<file path="config.mk">
export PLATFORM = sky130hd
export DESIGN_NAME = systolic_mac_array
export DESIGN_NICKNAME = d
export VERILOG_FILES = /design/src/rtl/systolic_pkg.sv /design/src/rtl/pe_mac_cell.sv /design/src/rtl/systolic_mac_array.sv
export SDC_FILE = /design/constraint.sdc
export NUM_CORES = 2
export LEC_CHECK = 0
export CAP_MARGIN = 0
export CORE_MARGIN = 1.5
export CORE_UTILIZATION = 35
export DETAILED_ROUTE_END_ITERATION = 16
export GPL_TIMING_DRIVEN = 0
export PLACE_DENSITY = 0.59
export SYNTH_ARGS = -nofsm -noshare
export SYNTH_HDL_FRONTEND = slang
export SYNTH_SLANG_ARGS = --single-unit
</file>
<file path="constraint.sdc">
create_clock -name clk -period 13.8 [get_ports clk]
set_clock_uncertainty 0.2 [all_clocks]
set_input_delay 1.38 -clock clk [delete_from_list [all_inputs] [get_ports clk]]
set_output_delay 1.38 -clock clk [all_outputs]
set_load 0.005 [all_outputs]
</file>
<file path="src/rtl/systolic_pkg.sv">
`default_nettype none
// ---------------------------------------------------------------------------
// systolic_pkg : state type, default widths and signed-product helper. Rev 1.0
// ---------------------------------------------------------------------------
package systolic_pkg;

  localparam int SYS_DATA_W = 8;
  localparam int SYS_ACC_W  = 24;

  typedef logic [SYS_DATA_W-1:0] data_t;
  typedef logic [SYS_ACC_W-1:0]  acc_t;

  typedef enum logic [1:0] {
    IDLE    = 2'd0,
    LOAD    = 2'd1,
    COMPUTE = 2'd2,
    DRAIN   = 2'd3
  } arr_state_t;

  // Low ACC bits of the product of sign-extended operands equal the
  // sign-extended 2*DATA_W product.
  function automatic acc_t sext_prod(input data_t a, input data_t b);
    acc_t ext_a;
    acc_t ext_b;
    ext_a = {{(SYS_ACC_W-SYS_DATA_W){a[SYS_DATA_W-1]}}, a};
    ext_b = {{(SYS_ACC_W-SYS_DATA_W){b[SYS_DATA_W-1]}}, b};
    return ext_a * ext_b;
  endfunction

endpackage
`default_nettype wire

</file>
<file path="src/rtl/pe_mac_cell.sv">
`default_nettype none
// ---------------------------------------------------------------------------
// pe_mac_cell : weight-stationary signed MAC processing element. Rev 1.0
// ---------------------------------------------------------------------------
module pe_mac_cell #(
  parameter int DATA_W = 8,
  parameter int ACC_W  = 24
) (
  input  logic              clk,
  input  logic              rst,
  input  logic              i_w_we,
  input  logic [DATA_W-1:0] i_w_data,
  input  logic              i_adv,
  input  logic [DATA_W-1:0] i_x,
  input  logic [ACC_W-1:0]  i_psum,
  output logic [DATA_W-1:0] o_x,
  output logic [ACC_W-1:0]  o_psum
);

  logic [DATA_W-1:0] r_w;
  logic [DATA_W-1:0] r_x;
  logic [ACC_W-1:0]  r_psum;
  logic [ACC_W-1:0]  w_w_ext;
  logic [ACC_W-1:0]  w_x_ext;
  logic [ACC_W-1:0]  w_prod;

  // Multiplying at ACC_W after sign extension keeps the sum wrapping mod 2^ACC_W.
  assign w_w_ext = {{(ACC_W-DATA_W){r_w[DATA_W-1]}}, r_w};
  assign w_x_ext = {{(ACC_W-DATA_W){i_x[DATA_W-1]}}, i_x};
  assign w_prod  = w_w_ext * w_x_ext;

  always_ff @(posedge clk) begin
    if (rst) begin
      r_w    <= '0;
      r_x    <= '0;
      r_psum <= '0;
    end else begin
      if (i_w_we) begin
        r_w <= i_w_data;
      end
      if (i_adv) begin
        r_x    <= i_x;
        r_psum <= i_psum + w_prod;
      end
    end
  end

  assign o_x    = r_x;
  assign o_psum = r_psum;

endmodule
`default_nettype wire

</file>
<file path="src/rtl/systolic_mac_array.sv">
`default_nettype none
// ---------------------------------------------------------------------------
// systolic_mac_array : NxM weight-stationary MAC grid with load/compute/drain control. Rev 1.0
// ---------------------------------------------------------------------------
module systolic_mac_array
  import systolic_pkg::*;
#(
  parameter int NUM_ROWS = 3,
  parameter int NUM_COLS = 3,
  parameter int DATA_W   = 8,
  parameter int ACC_W    = 24
) (
  input  logic              clk,
  input  logic              rst,
  input  logic              w_load_start,
  input  logic              w_load_valid,
  input  logic [DATA_W-1:0] w_load_data  [NUM_COLS],
  input  logic [DATA_W-1:0] ifmap_col_in [NUM_ROWS],
  input  logic [DATA_W-1:0] ifmap_row_in [NUM_COLS-1],
  input  logic              in_valid,
  input  logic              in_last,
  output logic              in_ready,
  input  logic              out_ready,
  output logic [ACC_W-1:0]  psum_out     [NUM_COLS],
  output logic              psum_valid,
  output logic              busy,
  output logic              done
);

  localparam int               CNT_W  = (NUM_ROWS > 1) ? $clog2(NUM_ROWS) : 1;
  localparam logic [CNT_W-1:0] C_LAST = CNT_W'(NUM_ROWS - 1);

  if (ACC_W < 2*DATA_W) begin : g_chk_acc_w
    $error("systolic_mac_array: ACC_W must be at least 2*DATA_W");
  end
  if (NUM_ROWS < 1 || NUM_COLS < 2) begin : g_chk_dims
    $error("systolic_mac_array: need NUM_ROWS >= 1 and NUM_COLS >= 2");
  end

  arr_state_t          r_state;
  logic [CNT_W-1:0]    r_cnt;
  logic                r_done;
  logic [NUM_ROWS-1:0] r_valid;
  logic                w_adv;
  logic                w_fire;
  logic [NUM_ROWS-1:0] w_we;
  logic [DATA_W-1:0]   w_col_x [NUM_ROWS];
  logic [DATA_W-1:0]   w_row_x [NUM_COLS-1];
  logic [DATA_W-1:0]   w_xin   [NUM_ROWS][NUM_COLS];
  logic [DATA_W-1:0]   w_xout  [NUM_ROWS][NUM_COLS];
  logic [ACC_W-1:0]    w_pin   [NUM_ROWS][NUM_COLS];
  logic [ACC_W-1:0]    w_pout  [NUM_ROWS][NUM_COLS];
  logic                w_unused_x;

  assign in_ready = (r_state == COMPUTE) && out_ready;
  assign w_fire   = in_valid && in_ready;
  assign w_adv    = out_ready && ((r_state == COMPUTE) || (r_state == DRAIN));

  // Bubbles and drain cycles push zeros into the edges.
  always_comb begin
    for (int r = 0; r < NUM_ROWS; r++) begin
      w_col_x[r] = w_fire ? ifmap_col_in[r] : '0;
    end
    for (int k = 0; k < NUM_COLS-1; k++) begin
      w_row_x[k] = w_fire ? ifmap_row_in[k] : '0;
    end
  end

  always_ff @(posedge clk) begin
    if (rst) begin
      r_state <= IDLE;
      r_cnt   <= '0;
      r_done  <= 1'b0;
    end else begin
      r_done <= 1'b0;
      case (r_state)
        IDLE: begin
          if (w_load_start) begin
            r_state <= LOAD;
            r_cnt   <= '0;
          end
        end
        LOAD: begin
          if (w_load_valid) begin
            if (r_cnt == C_LAST) begin
              r_cnt   <= '0;
              r_state <= COMPUTE;
            end else begin
              r_cnt <= r_cnt + CNT_W'(1);
            end
          end
        end
        COMPUTE: begin
          if (w_fire && in_last) begin
            r_state <= DRAIN;
          end
        end
        DRAIN: begin
          if (w_adv) begin
            if (r_cnt == C_LAST) begin
              r_cnt   <= '0;
              r_state <= IDLE;
              r_done  <= 1'b1;
            end else begin
              r_cnt <= r_cnt + CNT_W'(1);
            end
          end
        end
        default: r_state <= IDLE;
      endcase
    end
  end

  // Beat validity travels alongside the psum wavefront, one row per advance.
  always_ff @(posedge clk) begin
    if (rst) begin
      r_valid <= '0;
    end else if (w_adv) begin
      r_valid <= NUM_ROWS'({r_valid, w_fire});
    end
  end

  for (genvar r = 0; r < NUM_ROWS; r++) begin : g_row
    assign w_we[r] = (r_state == LOAD) && w_load_valid && (r_cnt == CNT_W'(r));
    for (genvar c = 0; c < NUM_COLS; c++) begin : g_col
      if (c == 0) begin : g_x_left
        assign w_xin[r][c] = w_col_x[r];
      end else if (r == 0) begin : g_x_top
        assign w_xin[r][c] = w_row_x[c-1];
      end else begin : g_x_diag
        assign w_xin[r][c] = w_xout[r-1][c-1];
      end
      if (r == 0) begin : g_p_top
        assign w_pin[r][c] = '0;
      end else begin : g_p_chain
        assign w_pin[r][c] = w_pout[r-1][c];
      end
      pe_mac_cell #(
        .DATA_W (DATA_W),
        .ACC_W  (ACC_W)
      ) u_pe (
        .clk      (clk),
        .rst      (rst),
        .i_w_we   (w_we[r]),
        .i_w_data (w_load_data[c]),
        .i_adv    (w_adv),
        .i_x      (w_xin[r][c]),
        .i_psum   (w_pin[r][c]),
        .o_x      (w_xout[r][c]),
        .o_psum   (w_pout[r][c])
      );
    end
  end

  // Bottom-row and right-column ifmap registers feed nothing.
  always_comb begin
    w_unused_x = 1'b0;
    for (int r = 0; r < NUM_ROWS; r++) begin
      for (int c = 0; c < NUM_COLS; c++) begin
        w_unused_x = w_unused_x ^ (^w_xout[r][c]);
      end
    end
  end

  for (genvar c = 0; c < NUM_COLS; c++) begin : g_out
    assign psum_out[c] = w_pout[NUM_ROWS-1][c];
  end

  assign psum_valid = r_valid[NUM_ROWS-1];
  assign busy       = (r_state != IDLE);
  assign done       = r_done;

endmodule
`default_nettype wire

</file>
# ---- After elaboration in Yosys (flattened, before gate mapping)
# Cells that the tools add are included.
dict set report word_totals {
  output_inout_bits 76
  ramBits 0
  ff_bits 328
  latchBits 0
  romBits 0
  mem_count 0
}
dict set report classes {
  eq_ne 11
  reduce_logical 16
  shift 0
  mul 9
  n_mux 18
  order_cmp 0
  bitwise_logic 2
  addsub 7
  div_mod_pow 0
}
# operator n
set ops {}
lappend ops {{$add A24 B24 Y24} 6}
lappend ops {{$mul A8 B8 Y16} 9}
lappend ops {{$mux W8} 5}
lappend ops {{$mux W2} 10}
lappend ops {{$logic_and A1 B1 Y1} 8}
lappend ops {{$pmux W2 S4} 1}
lappend ops {{$eq A2 B2 Y1 const B} 3}
lappend ops {{$ne A2 B1 Y1 const B} 3}
lappend ops {{$ne A2 B2 Y1 const B} 3}
lappend ops {{$pmux W2 S3} 1}
lappend ops {{$reduce_and A6 Y1} 1}
lappend ops {{$eq A2 B1 Y1 const B} 2}
lappend ops {{$logic_not A2 Y1} 2}
lappend ops {{$reduce_and A4 Y1} 1}
lappend ops {{$reduce_bool A3 Y1} 1}
lappend ops {{$reduce_or A3 Y1} 1}
lappend ops {{$add A2 B1 Y2 const B} 1}
lappend ops {{$not A1 Y1} 2}
lappend ops {{$reduce_bool A2 Y1} 1}
lappend ops {{$logic_or A1 B1 Y1} 1}
lappend ops {{$mux W1} 1}

# ---- Depth between registers and ports, before layout
dict set report logic_depth {
  depth_word 6
  depth_mapped 32
  mapped_depth_nobuf 29
}

# ---- Hierarchy
# Synthesis repeated with hierarchy kept, for this count alone.
dict set report unflattened {
  cells_unflattened 5210
  hier_area_um2 46301.9
}
# module area_per_inst_um2 n_inst cells_each
set by_module_without_submodules {}
lappend by_module_without_submodules {{pe_mac_cell at g_row[0].g_col[0].u_pe ...} 5059.9 3 571}
lappend by_module_without_submodules {{pe_mac_cell at g_row[2].g_col[0].u_pe ...} 5024.8 2 558}
lappend by_module_without_submodules {{pe_mac_cell at g_row[1].g_col[2].u_pe} 5176.2 1 587}
lappend by_module_without_submodules {{pe_mac_cell at g_row[1].g_col[1].u_pe} 5104.9 1 575}
lappend by_module_without_submodules {{pe_mac_cell at g_row[1].g_col[0].u_pe} 5086.1 1 568}
lappend by_module_without_submodules {{pe_mac_cell at g_row[2].g_col[2].u_pe} 4972.3 1 552}
lappend by_module_without_submodules {systolic_mac_array 733.2 1 99}

# ---- Worst setup path before layout
# No wires, ideal clock.
dict set report synth_timing {
  kind {input to register}
  from {input port in_valid}
  to {register g_row[2].g_col[0].u_pe.r_psum[22]}
  cell_stages 28
  setup_ns 0.062
  required_time_ns 13.538
  arrival_time_ns 7.427
  slack_ns 6.111
  path_buffers 3
  cell_sequence {and3_1 -> clkbuf_1 -> clkbuf_1 -> clkbuf_1 -> nand3_1 -> fa_1 -> fa_1 -> inv_1 -> fa_1 -> inv_1 -> fa_1 -> inv_1 -> ha_1 -> a21oi_1 -> o21bai_1 -> a21oi_1 -> o21bai_1 -> a21oi_1 -> xnor2_1 -> ha_1 -> and4_1 -> nand2_1 -> nor3_2 -> o41ai_2 -> a21oi_1 -> a31oi_1 -> or4_1 -> nand3_1}
}
dict set report synth_via {
  elab_chain_cells 4
}
# item line
set synth_rtl {}
lappend synth_rtl {{from (decl)} systolic_mac_array.sv:20} ;# input logic in_valid,
lappend synth_rtl {{$logic_and A1 B1 Y1} systolic_mac_array.sv:56} ;# assign w_fire = in_valid && in_ready;
lappend synth_rtl {{$mux W8} systolic_mac_array.sv:62} ;# w_col_x[r] = w_fire ? ifmap_col_in[r] : '0;
lappend synth_rtl {{$mul A8 B8 Y16} pe_mac_cell.sv:30} ;# assign w_prod = w_w_ext * w_x_ext;
lappend synth_rtl {{$add A24 B24 Y24} pe_mac_cell.sv:43} ;# r_psum <= i_psum + w_prod;
lappend synth_rtl {{to (signal assigned)} pe_mac_cell.sv:43}
lappend synth_rtl {{to (decl)} pe_mac_cell.sv:22} ;# logic [ACC_W-1:0] r_psum;
# No other way between the ends.
# A chain may end at the register's enable or synchronous reset.

# ---- Worst setup path in the final report
dict set report layout_timing {
  from {input port out_ready}
  to {register g_row[2].g_col[0].u_pe.r_psum[20]}
}
dict set report layout_via {
  elab_chain_cells 5
  word_cells_on_any_way 6
  classes_between {add/sub: 1; mul: 1; mux: 1; reduce/logical: 3}
}
# item line
set layout_rtl {}
lappend layout_rtl {{from (decl)} systolic_mac_array.sv:23} ;# input logic out_ready,
lappend layout_rtl {{$logic_and A1 B1 Y1} systolic_mac_array.sv:55} ;# assign in_ready = (r_state == COMPUTE) && out_ready;
lappend layout_rtl {{$logic_and A1 B1 Y1} systolic_mac_array.sv:56}
lappend layout_rtl {{$mux W8} systolic_mac_array.sv:62}
lappend layout_rtl {{$mul A8 B8 Y16} pe_mac_cell.sv:30}
lappend layout_rtl {{$add A24 B24 Y24} pe_mac_cell.sv:43}
# Several ways; a longest one is shown, not always the timed one.

==> results_dict.tcl <==
set metrics [dict create \
    cts_made_buffers 40 \
    r2r-end "g_row[2].g_col[0].u_pe.o_psum[20]" \
    antenna_left 0 \
    final_cell_mix "691 x inv_1, 554 x nand2_1, 504 x fa_1" \
    drt_iter0_markers 2408 \
    cts.sinks 304 \
    grt_use_total 0.222 \
    syn_avg_cell_area_sq_um 8.54 \
    initial_core_util 0.352 \
    run_status "complete, but fails checks" \
    path_clk_slew_ps 60 \
    fmax_mhz 97.0 \
    rsz0062_at_grt "false" \
    slew_headroom -0.00208 \
    violations "max-capacitance violations, max-slew violations" \
    final.min_clock_period_ps 10310 \
    die_h_um 331 \
    arrival_ps 10550 \
    reg2reg_from "r_state[0]" \
    syn_area_sq_mm 0.0376 \
    grt_pass1_wl_um 184000 \
    fill_cells 10851 \
    final.setup.tns_ps 0 \
    holdBufCountCts 0 \
    start_kind "primary input" \
    yosysTopAreaCell "fa_1" \
    grt_max_degree 13 \
    ir_worst_vdd_mv 0.0846 \
    die_area_sq_mm 0.109 \
    yosysSeqAreaShare 0.162 \
    cts_resized 0 \
    synth-seq-cells 304 \
    rows 120 \
    path_class "primary input to register" \
    syn_nets 5360 \
    dp_slack_ps 2990 \
    vias_per_cell 5.17 \
    antenna_found_initial 5 \
    r2r_cells 24 \
    ys_types 78 \
    synth_top_area_frac 0.268 \
    drv_cap 1 \
    cp.required_ps 14040 \
    async_reset_ff_frac 0 \
    clk_latency_ps 590 \
    leakagePower_nw 19.3 \
    final_cell_area_sq_mm 0.0422 \
    cts-root-buf "clkbuf_16" \
    path_common_cell "fa_1" \
    max_stage_delay_ps 950 \
    startpoint "out_ready" \
    critical_path.top_delay_family "adder cells" \
    slowest_stage "xnor2_1" \
    synthCells 4403 \
    htreeDepth 2 \
    gp_congestion 0.899 \
    min_path_type "register to register" \
    fin_crit_sh 0.747 \
    worstMarginPinSlew_ps 1480 \
    slew_violations 1 \
    synth-edff-count 0 \
    die_w_um 331 \
    synth_flop_cell "dfxtp_1" \
    vias 31135 \
    grt_pass1_vias 30036 \
    dr.pass1.iters 5 \
    cp_num_buf_inv 5 \
    remaining_drc_errors 0 \
    final_nets 5546 \
    p_per_area_mw_per_mm2 65.9 \
    wl_um 121000 \
    synthTopCellsByArea "fa_1 27%, dfxtp_1 16%, ha_1 13%" \
    finalHoldViolCount 0 \
    final_cells 6019 \
    drive_above_1_share 0.0256 \
    rrSetupSlack_ps 4110 \
    postCtsSetupBuffers 0 \
    wl_per_cell_um 20.1 \
    cp.depth 23 \
    dp.cells 5950 \
    syn_to_final_growth_pct 12.1 \
    grt_overflow 0 \
    worstPathCellList "clkdlybuf4s50_1, and3_1, clkbuf_1, clkbuf_1, clkbuf_1, nand3_1, fa_1, fa_1, fa_1, inv_1, fa_1, ha_1, or3_1, o21ai_0, a21oi_1, xnor2_1, ha_1, or2_2, a21oi_1, a211oi_1, or3_1, nand3_1, a21oi_1" \
    fin_hold_ws_ps 249 \
    ioPinCount 147 \
    clock_path_buffers 3 \
    endpoint_kind "register" \
    fin_ws_ps 3490 \
    portBuffers 144 \
    setup_viol 0 \
    worst-path-max-fanout 10 \
    place_hpwl_um 100000 \
    mostFrequentLayoutCell "inv_1" \
    synth_warnings 0 \
    placed_cell_area_sq_mm 0.0408 \
    endpoint "g_row[2].g_col[0].u_pe.o_psum[20]" \
    core_area_sq_mm 0.107 \
    cts_tree "built" \
]
registers in the layout (all words and copies together) (netlist names):
register / cells
g_row.g_col.u_pe.o_x: 32
r_cnt: 2
r_valid: 3
g_row.g_col.u_pe.r_w: 72
g_row.g_col.u_pe.o_psum: 192
done: 1
r_state: 2
power by group:
group          switching, mW  internal (mW)  total (mW)
clock                  0.451          0.638        1.09
sequential            0.0722          0.929        1.00
combinational          0.488          0.200       0.687
Yosys cell counts (57+ instances only):
library cell and instances:
dfxtp_1 304, a21o_1 57, nor2_1 178, fa_1 504
xnor2_1 171, and3_1 214, a21oi_1 326, and2_1 161
inv_1 691, nand3_1 97, nand2_1 554, clkbuf_1 133
o21ai_0 111, ha_1 382
worst register-to-register path: stages, from the launching register on:
cell      delay [ps]
dfxtp_1          330
inv_1            120
ha_1             270
and3_1           180
clkbuf_1         540
clkbuf_1         870
clkbuf_1         750
nand3_1          330
fa_1             770
fa_1             490
fa_1             520
inv_1             60
fa_1             510
ha_1             380
or3_1            380
o21ai_0           80
a21oi_1           70
xnor2_1          950
ha_1             460
or2_2            300
a21oi_1          210
a211oi_1          90
or3_1            370
nand3_1          210
a21oi_1          110
how the worst min path moves through the flow:
stage | startpoint | to | slack (ps) | cells after the start
2_1_floorplan | g_row[1].g_col[0].u_pe.o_psum[13] | g_row[1].g_col[0].u_pe.o_psum[13] | 230 | 2
3_3_place_gp | g_row[2].g_col[2].u_pe.o_psum[16] | g_row[2].g_col[2].u_pe.o_psum[16] | 240 | 2
3_5_place_dp | g_row[2].g_col[0].u_pe.o_psum[21] | g_row[2].g_col[0].u_pe.o_psum[21] | 240 | 2
4_1_cts | g_row[2].g_col[0].u_pe.o_psum[7] | g_row[2].g_col[0].u_pe.o_psum[7] | 250 | 2
5_1_grt | g_row[2].g_col[2].u_pe.o_psum[1] | g_row[2].g_col[2].u_pe.o_psum[1] | 270 | 2
6_report | g_row[2].g_col[0].u_pe.o_psum[5] | g_row[2].g_col[0].u_pe.o_psum[5] | 250 | 2
routing by layer:
metal | global-route usage | wire [um] | vias to the layer above
met5 | 0 | 18 | -
met4 | 0.0602 | 3520 | 4
met3 | 0.0349 | 8260 | 148
met2 | 0.356 | 54500 | 936
met1 | 0.309 | 54700 | 15336
li1 | - | - | 14711
per-stage QoR:
step | utilization | total power [mW]
after CTS | 0.395 | 2.79
after global placement | 0.382 | 1.69
after floorplan | - | 1.36
after detailed placement | 0.382 | 1.70
final | 0.395 | 2.78
after global routing | 0.395 | 2.88
cell type report:
cell class                      count  area, sq um  area share
Clock inverter                     21          264     0.00626
Buffer                            144          543      0.0129
Tap cell                         1403         1760      0.0416
Sequential cell                   304         6090       0.144
Inverter                          691         2590      0.0615
Antenna cell                        1         2.50   0.0000594
Clock buffer                       47         1080      0.0256
Timing Repair Buffer              144         1440      0.0342
Multi-Input combinational cell   3264        28400       0.674
logic make-up (layout without fill, tap and decap cells):
family / count (synthesis) / in the layout / synth area share
AND/OR/NAND/NOR: 1416 / 1416 / 0.184
multiplexers: 7 / 7 / 0.00186
adder cells (fa/ha/maj): 886 / 886 / 0.395
XOR/XNOR: 217 / 217 / 0.0509
other: 0 / 1 / 0
AO/OA/AOI/OAI: 738 / 738 / 0.123
buffers and inverters: 835 / 1047 / 0.0834
flip-flops: 304 / 304 / 0.162
(Power assumes the default switching activity.)
